--- src/rtl/dct_2d_ctrl.sv ---
// ---------------------------------------------------------------------------
// dct_2d_ctrl
// Sequencer for a row/column 2D 8x8 DCT built around one shared dct_1d core
// and a 64-entry transpose buffer.
//
// Row pass   : pixels stream in raster order from the pixel bus into dct_1d;
//              row results are written into the transpose buffer.
// Column pass: the transpose buffer is read column-major back into dct_1d;
//              its results are the final 2D coefficients.
// Each pass is padded out to a multiple of 8 enabled cycles, so the dct_1d
// vector phase lines up from one pass (and one block) to the next.
//
// Ports
//   clk         in   clock, all state changes on the rising edge
//   rst         in   asynchronous active-high reset
//   start       in   request one 8x8 block (only honoured in IDLE)
//   in_valid    in   pixel present on the pixel bus
//   in_ready    out  pixel accepted when in_valid && in_ready
//   out_ready   in   downstream accepts a 2D coefficient
//   dct_enb     out  dct_1d enable
//   dct_src     out  dct_1d input select (0 pixel bus, 1 transpose buffer)
//   tp_rd_addr  out  transpose-buffer read address (combinational read)
//   tp_wr_en    out  transpose-buffer write strobe
//   tp_wr_addr  out  transpose-buffer write address
//   out_valid   out  dct_out holds a final 2D coefficient
//   out_idx     out  coefficient index {v,u}, row-major
//   busy        out  high whenever not IDLE
//   done        out  one-cycle pulse at block completion
// ---------------------------------------------------------------------------
module dct_2d_ctrl #(
    parameter int DCT_LAT = 9
) (
    input  logic       clk,
    input  logic       rst,
    input  logic       start,
    input  logic       in_valid,
    output logic       in_ready,
    input  logic       out_ready,
    output logic       dct_enb,
    output logic       dct_src,
    output logic [5:0] tp_rd_addr,
    output logic       tp_wr_en,
    output logic [5:0] tp_wr_addr,
    output logic       out_valid,
    output logic [5:0] out_idx,
    output logic       busy,
    output logic       done
);

    // Pass length: latency plus 64 samples, rounded up to whole vectors.
    localparam int         PASS_LEN = ((DCT_LAT + 64 + 7) / 8) * 8;
    localparam logic [6:0] K_LAST   = 7'(PASS_LEN - 1);
    localparam logic [6:0] WIN_LO   = 7'(DCT_LAT);
    localparam logic [6:0] WIN_HI   = 7'(DCT_LAT + 64);

    typedef enum logic [2:0] {
        S_IDLE,
        S_ROW,
        S_ROW_FLUSH,
        S_COL,
        S_COL_FLUSH,
        S_DONE
    } state_t;

    state_t     state_q, state_d;
    logic [6:0] k_q, k_d;
    logic       done_q, done_d;

    // Result window of dct_1d within a pass, and the result index inside it.
    logic       in_win;
    logic [5:0] n;

    assign in_win = (k_q >= WIN_LO) && (k_q < WIN_HI);
    assign n      = 6'(k_q - WIN_LO);

    always_ff @(posedge clk or posedge rst) begin
        if (rst) begin
            state_q <= S_IDLE;
            k_q     <= '0;
            done_q  <= 1'b0;
        end else begin
            state_q <= state_d;
            k_q     <= k_d;
            done_q  <= done_d;
        end
    end

    always_comb begin
        state_d    = state_q;
        k_d        = k_q;
        done_d     = 1'b0;
        in_ready   = 1'b0;
        dct_enb    = 1'b0;
        dct_src    = 1'b0;
        tp_rd_addr = '0;
        tp_wr_en   = 1'b0;
        tp_wr_addr = '0;
        out_valid  = 1'b0;
        out_idx    = '0;

        case (state_q)
            S_IDLE: begin
                if (start) begin
                    state_d = S_ROW;
                    k_d     = '0;
                end
            end

            S_ROW: begin
                in_ready = 1'b1;
                dct_enb  = in_valid;
                if (in_win) begin
                    tp_wr_addr = n;
                end
                tp_wr_en = dct_enb && in_win;
                if (dct_enb) begin
                    k_d = k_q + 7'd1;
                    if (k_q == 7'd63) begin
                        state_d = S_ROW_FLUSH;
                    end
                end
            end

            S_ROW_FLUSH: begin
                dct_enb = 1'b1;
                if (in_win) begin
                    tp_wr_addr = n;
                end
                tp_wr_en = in_win;
                if (k_q == K_LAST) begin
                    state_d = S_COL;
                    k_d     = '0;
                end else begin
                    k_d = k_q + 7'd1;
                end
            end

            S_COL: begin
                dct_src = 1'b1;
                dct_enb = out_ready;
                // Column-major read: swapping the index halves transposes.
                if (k_q < 7'd64) begin
                    tp_rd_addr = {k_q[2:0], k_q[5:3]};
                end
                if (in_win) begin
                    out_idx = {n[2:0], n[5:3]};
                end
                out_valid = dct_enb && in_win;
                if (dct_enb) begin
                    k_d = k_q + 7'd1;
                    if (k_q == 7'd63) begin
                        state_d = S_COL_FLUSH;
                    end
                end
            end

            S_COL_FLUSH: begin
                dct_src = 1'b1;
                dct_enb = out_ready;
                if (in_win) begin
                    out_idx = {n[2:0], n[5:3]};
                end
                out_valid = dct_enb && in_win;
                if (dct_enb) begin
                    if (k_q == K_LAST) begin
                        state_d = S_DONE;
                        k_d     = '0;
                    end else begin
                        k_d = k_q + 7'd1;
                    end
                end
            end

            S_DONE: begin
                state_d = S_IDLE;
            end

            default: begin
                state_d = S_IDLE;
            end
        endcase

        // done is registered and therefore high exactly while in DONE.
        done_d = (state_d == S_DONE);
    end

    assign busy = (state_q != S_IDLE);
    assign done = done_q;

endmodule

--- config.mk ---
export PLATFORM = sky130hd
export DESIGN_NAME = dct_2d_ctrl
export DESIGN_NICKNAME = d
export VERILOG_FILES = /design/src/rtl/dct_2d_ctrl.sv
export SDC_FILE = /design/constraint.sdc
export NUM_CORES = 1
export LEC_CHECK = 0
export ABC_AREA = 1
export CORE_ASPECT_RATIO = 0.8
export CORE_MARGIN = 5
export CORE_UTILIZATION = 35
export CTS_CLUSTER_SIZE = 30
export DETAILED_ROUTE_END_ITERATION = 8
export GPL_ROUTABILITY_DRIVEN = 0
export MAX_ROUTING_LAYER = met4
export SYNTH_ARGS = -nofsm -noshare
export SYNTH_HDL_FRONTEND = slang
export SYNTH_SLANG_ARGS = --single-unit
--- constraint.sdc ---
create_clock -name clk -period 1.8 [get_ports clk]
set_clock_uncertainty 0.15 [all_clocks]
set_input_delay 0.54 -clock clk [delete_from_list [all_inputs] [get_ports clk]]
set_output_delay 0.54 -clock clk [all_outputs]
set_load 0.01 [all_outputs]
# [After elaboration in Yosys (flattened, before gate mapping)]
# Cells that the tools add are included.
[word_totals] reg_bits=11 input_bits=5 output_inout_bits=25 wordCells=54
[classes] add_sub_neg=2 magnitude_cmp=3 n_eq_ne=11 mux=26 n_reduce_logical=9
[op_table] op="$mux 6" count=6
[op_table] op="$mux 7" count=5
[op_table] op="$pmux 7 s5" count=1
[op_table] op="$mux 3" count=8
[op_table] op="$pmux 3 s5" count=1
[op_table] op="$lt 7x7->1 const B" count=2
[op_table] op="$ne 2x2->1 const B" count=4
[op_table] op="$add 7x1->7 const B" count=1
[op_table] op="$eq 7x6->1 const B" count=1
[op_table] op="$eq 7x7->1 const B" count=1
[op_table] op="$ge 7x4->1 const B" count=1
[op_table] op="$eq 3x2->1 const B" count=2
[op_table] op="$eq 3x3->1 const B" count=2
[op_table] op="$sub 6x4->6 const B" count=1
[op_table] op="$reduce_and 5->1" count=1
[op_table] op="$reduce_bool 5->1" count=1
[op_table] op="$reduce_or 2->1" count=2
[op_table] op="$eq 3x1->1 const B" count=1
[op_table] op="$logic_and 1x1->1" count=3
[op_table] op="$logic_not 3->1" count=1
[op_table] op="$mux 1" count=3
[op_table] op="$pmux 1 s3" count=1
[op_table] op="$reduce_bool 3->1" count=1
[op_table] op="$pmux 1 s2" count=1

# [Logic depth before layout (Yosys ltp)]
[logic_depth] word_depth=5 depth_mapped=10 depth_no_buf=10

# [Worst setup path after synthesis]
# No wires, ideal clock.
[synth_timing] kind="register to output" startpoint="register k_q[0]" endpoint="output port out_idx[1]" arrival_ps=1329 required_time_ps=1110 slack_ps=-219 path_stages_with_launch=9 path_buffers=0 path_cell_list="dfrtp_1 inv_1 ha_1 nand2_1 nand2_1 xor2_1 inv_1 nand3_1 nor2_1"
[synth_via] elab_chain_cells=4 word_cells_on_any_way=6 classes_between="add/sub: 1; order compare: 2; mux: 2; reduce/logical: 1"
[synth_rtl] item="from (decl)" line="66" source="logic [6:0] k_q, k_d;"
[synth_rtl] item="from (signal assigned)" line="83" source="k_q <= k_d;"
[synth_rtl] item="$ge 7x4->1 or $lt 7x7->1 (tied branches)" line="73" source="assign in_win = (k_q >= WIN_LO) && (k_q < WIN_HI);"
[synth_rtl] item="$logic_and 1x1->1" line="73"
[synth_rtl] item="$mux 6 *" line="145, 160"
[synth_rtl] item="$mux 6 *"
[synth_rtl] item="to (decl)" line="45" source="output logic [5:0] out_idx,"
# Mark *: on every way between the ends. The rest lies on a longest branch, timed or not.

# [Final worst setup path]
[layout_timing] startpoint="register k_q[1]" endpoint="output port tp_wr_addr[4]"
[layout_via] elab_chain_cells=4 word_cells_on_any_way=6 classes_between="add/sub: 1; order compare: 2; mux: 2; reduce/logical: 1"
[layout_rtl] item="$ge 7x4->1 or $lt 7x7->1 (tied branches)" line="73"
[layout_rtl] item="$logic_and 1x1->1" line="73"
[layout_rtl] item="$mux 6 *" line="112, 126"
[layout_rtl] item="$mux 6 *"
[layout_rtl] item="to (decl)" line="43" source="output logic [5:0] tp_wr_addr,"
# Marked as above.

==> run metrics <==
WL met1 approximately 1900 microns; # fillers 230; post-route cell area ~2200 sq um; Vias 1,528; Lkg Pwr around 1.2 nW; worst flop-to-flop path startpoint k_q[0]; clk root buf clkbuf_8; Die H just over 60 microns; drt total wl approximately 4400 microns; drt pass-1 iters 4; clock sinks 11; Final Setup Violations 29; CP Class register to primary output; synthesized instance count 190; dpl cell area around 1800 sq um; total gr overflow 0; Post-DRT Antenna Nets 0; Via-to-Cell Ratio between 4 and 5; end of the critical path tp_wr_addr[4]; share of cells above drive strength 1 a little under three fifths; Distinct cells, synth 26; WL per Instance between 10 and 15 microns; Final Slew Violations 0; failing checks setup timing; period utilization 126%; slew margin rel. a little under three quarters; Synthesized Nets between 150 and 200; reg2reg setup slack -0.03 ns; Port-buffer cells 29; FP Rows 18; WHS about 0.45 ns; Worst Slack Setup Final -0.474 ns; Worst EP required 1.11 ns; register area 279 sq um; # diodes 0; fmax 440 MHz; Worst Tran Pin Value ~0.42 ns; largest net degree at the start of global routing 12; Syn. warnings 0; post-route minimum period 2.27 ns; CP Launch Type register; Critical Path Fanout Max 3; Area growth syn-to-layout 97.0%; CTS tree yes; hold crit path type primary input to asynchronous set/reset pin; DP Worst Slack -0.689 ns; MaxCap Viol Count 0; final hold viol count 0; RSZ-0062 raised after global routing true; initial antenna violation count 0; Die Wd approximately 74 microns; power per cell area roughly 940 nW/um^2; Num CTS Buffers 3; commonest non-fill, non-tap cell in the layout buf_4; Iter 0 DRT Violations between 60 and 70; Starting Density about 37%; Clock transition at path regs 0.05 ns; H-tree depth 1; Reg2Reg Depth 10; global-route wire length before repair between 6000 and 7000 microns; Total GRT Usage roughly a fifth; start point of the critical path k_q[1]; wire length on met3 about 220 microns; Worst-Skew Late Latency around 0.23 ns; CTS Buffer Depth 2; Die Area between 4000 and 5000 sq um; Top Metal Used met4; vias in the first global route 1,426; leading cell types in the layout, fill and taps excluded buf_4 (46), nand2_1 (44), nor2_1 (24); area occupied by multi-input gates between 900 and 1000 sq um; status finished with violations; register bit count reported by yosys 11; Layout Nets slightly below 300; Arr. time, crit path around 1.6 ns; synthesized cell area around 1100 sq um; num ports 30; Mean Syn Cell Area ~6.0 sq um; wire length on met2 roughly 2200 microns; capturing point of the worst reg2reg path k_q[6]; Core ar. 3110 sq um; worst vdd ir between 0.8 and 0.9 mV; placed wire-length estimate 2840 microns; drc violations 0; share of the yosys chip area belonging to registers 24.1%; Critical Path End Type primary output
area by class of cell:
type,instances,area share (%)
Clock buffer,4,2.00
Inverter,32,6.07
Multi-Input combinational cell,145,44.4
Sequential cell,11,12.4
Tap cell,40,2.23
Timing Repair Buffer,92,32.9
power by group:
part           internal, mW  switching [mW]  total [mW]
combinational         0.673           0.825        1.50
sequential            0.302          0.0622       0.364
clock                 0.155          0.0859       0.241
synthesized netlist by cell type:
cell type	number	area share (%)
nand4_1	3	1.6
nor2_1	31	10
inv_4	1	0.55
nand3_1	19	8.3
nor2_2	3	1.6
xnor2_1	1	0.77
nand3_4	1	1.5
nor2_4	1	0.99
nand2_4	1	0.99
a21oi_1	9	3.9
nor2_8	1	1.8
buf_4	2	1.3
nand3_2	1	0.88
a31oi_2	1	1.1
inv_1	25	8.2
a21oi_2	1	0.77
dfrtp_1	11	24
nand2_2	6	3.3
ha_1	3	3.3
xor2_1	3	2.3
o21ai_1	2	0.88
nor3_1	1	0.44
o21ai_0	2	0.88
nand2_1	54	18
buf_2	1	0.44
inv_2	6	2.0
through the flow:
step / cells / setup TNS, ns / utilization, % / total power, mW
CTS: 313 / -7.51 / 65.6 / 2.02
floorplan: 190 / -1.19 / - / 1.08
global route: 324 / -10.61 / 72.3 / 2.30
global placement: 293 / -13.13 / 57.4 / 1.60
finish: 324 / -7.77 / 72.3 / 2.10
detailed placement: 293 / -13.76 / 57.4 / 1.61
registers in the layout, summed over array words and instances, names as in the netlist:
register and cells:
k_q 7, done 1, state_q 3
cell families after synthesis:
family / Yosys count / share of synthesized area, %
and+or+nand+nor: 122 / 49.5
buffers and inverters: 35 / 12.5
AOI/OAI and AO/OA: 15 / 7.57
DFF: 11 / 24.1
xor gates and xnor gates: 4 / 3.07
adders and majority gates: 3 / 3.29
how the worst min path moves through the flow:
stage	cells past startpoint	to	slack (ns)
2_1_floorplan	1	done	0.24
3_3_place_gp	3	k_q[6]	0.43
3_5_place_dp	3	k_q[6]	0.46
4_1_cts	2	k_q[3]	0.46
5_1_grt	2	k_q[3]	0.49
6_report	2	k_q[3]	0.45
worst max-delay path, stage by stage, from the launching register on:
cell	delay (ns)
dfrtp_1	0.38
inv_2	0.12
buf_6	0.12
ha_4	0.12
nand2_2	0.04
nand2_2	0.07
xor2_1	0.16
inv_1	0.09
nand3_4	0.10
nor2_4	0.04
buf_6	0.11
per-layer routing:
| metal | up-vias | global-route usage (%) |
|---|---|---|
| li1 | 775 | - |
| met1 | 708 | 23.7 |
| met2 | 39 | 32.4 |
| met5 | - | - |
| met4 | 0 | 6.72 |
| met3 | 6 | 1.79 |
what timing repair did:
action,4_1_cts,5_1_grt
setup endpoints to repair,27,31
cloned,0,1
gates resized for setup,149,36
pin swaps,22,18
hold buffers,0,0
setup buffers,16,13
Note: power is estimated with default switching activity, not from simulation.
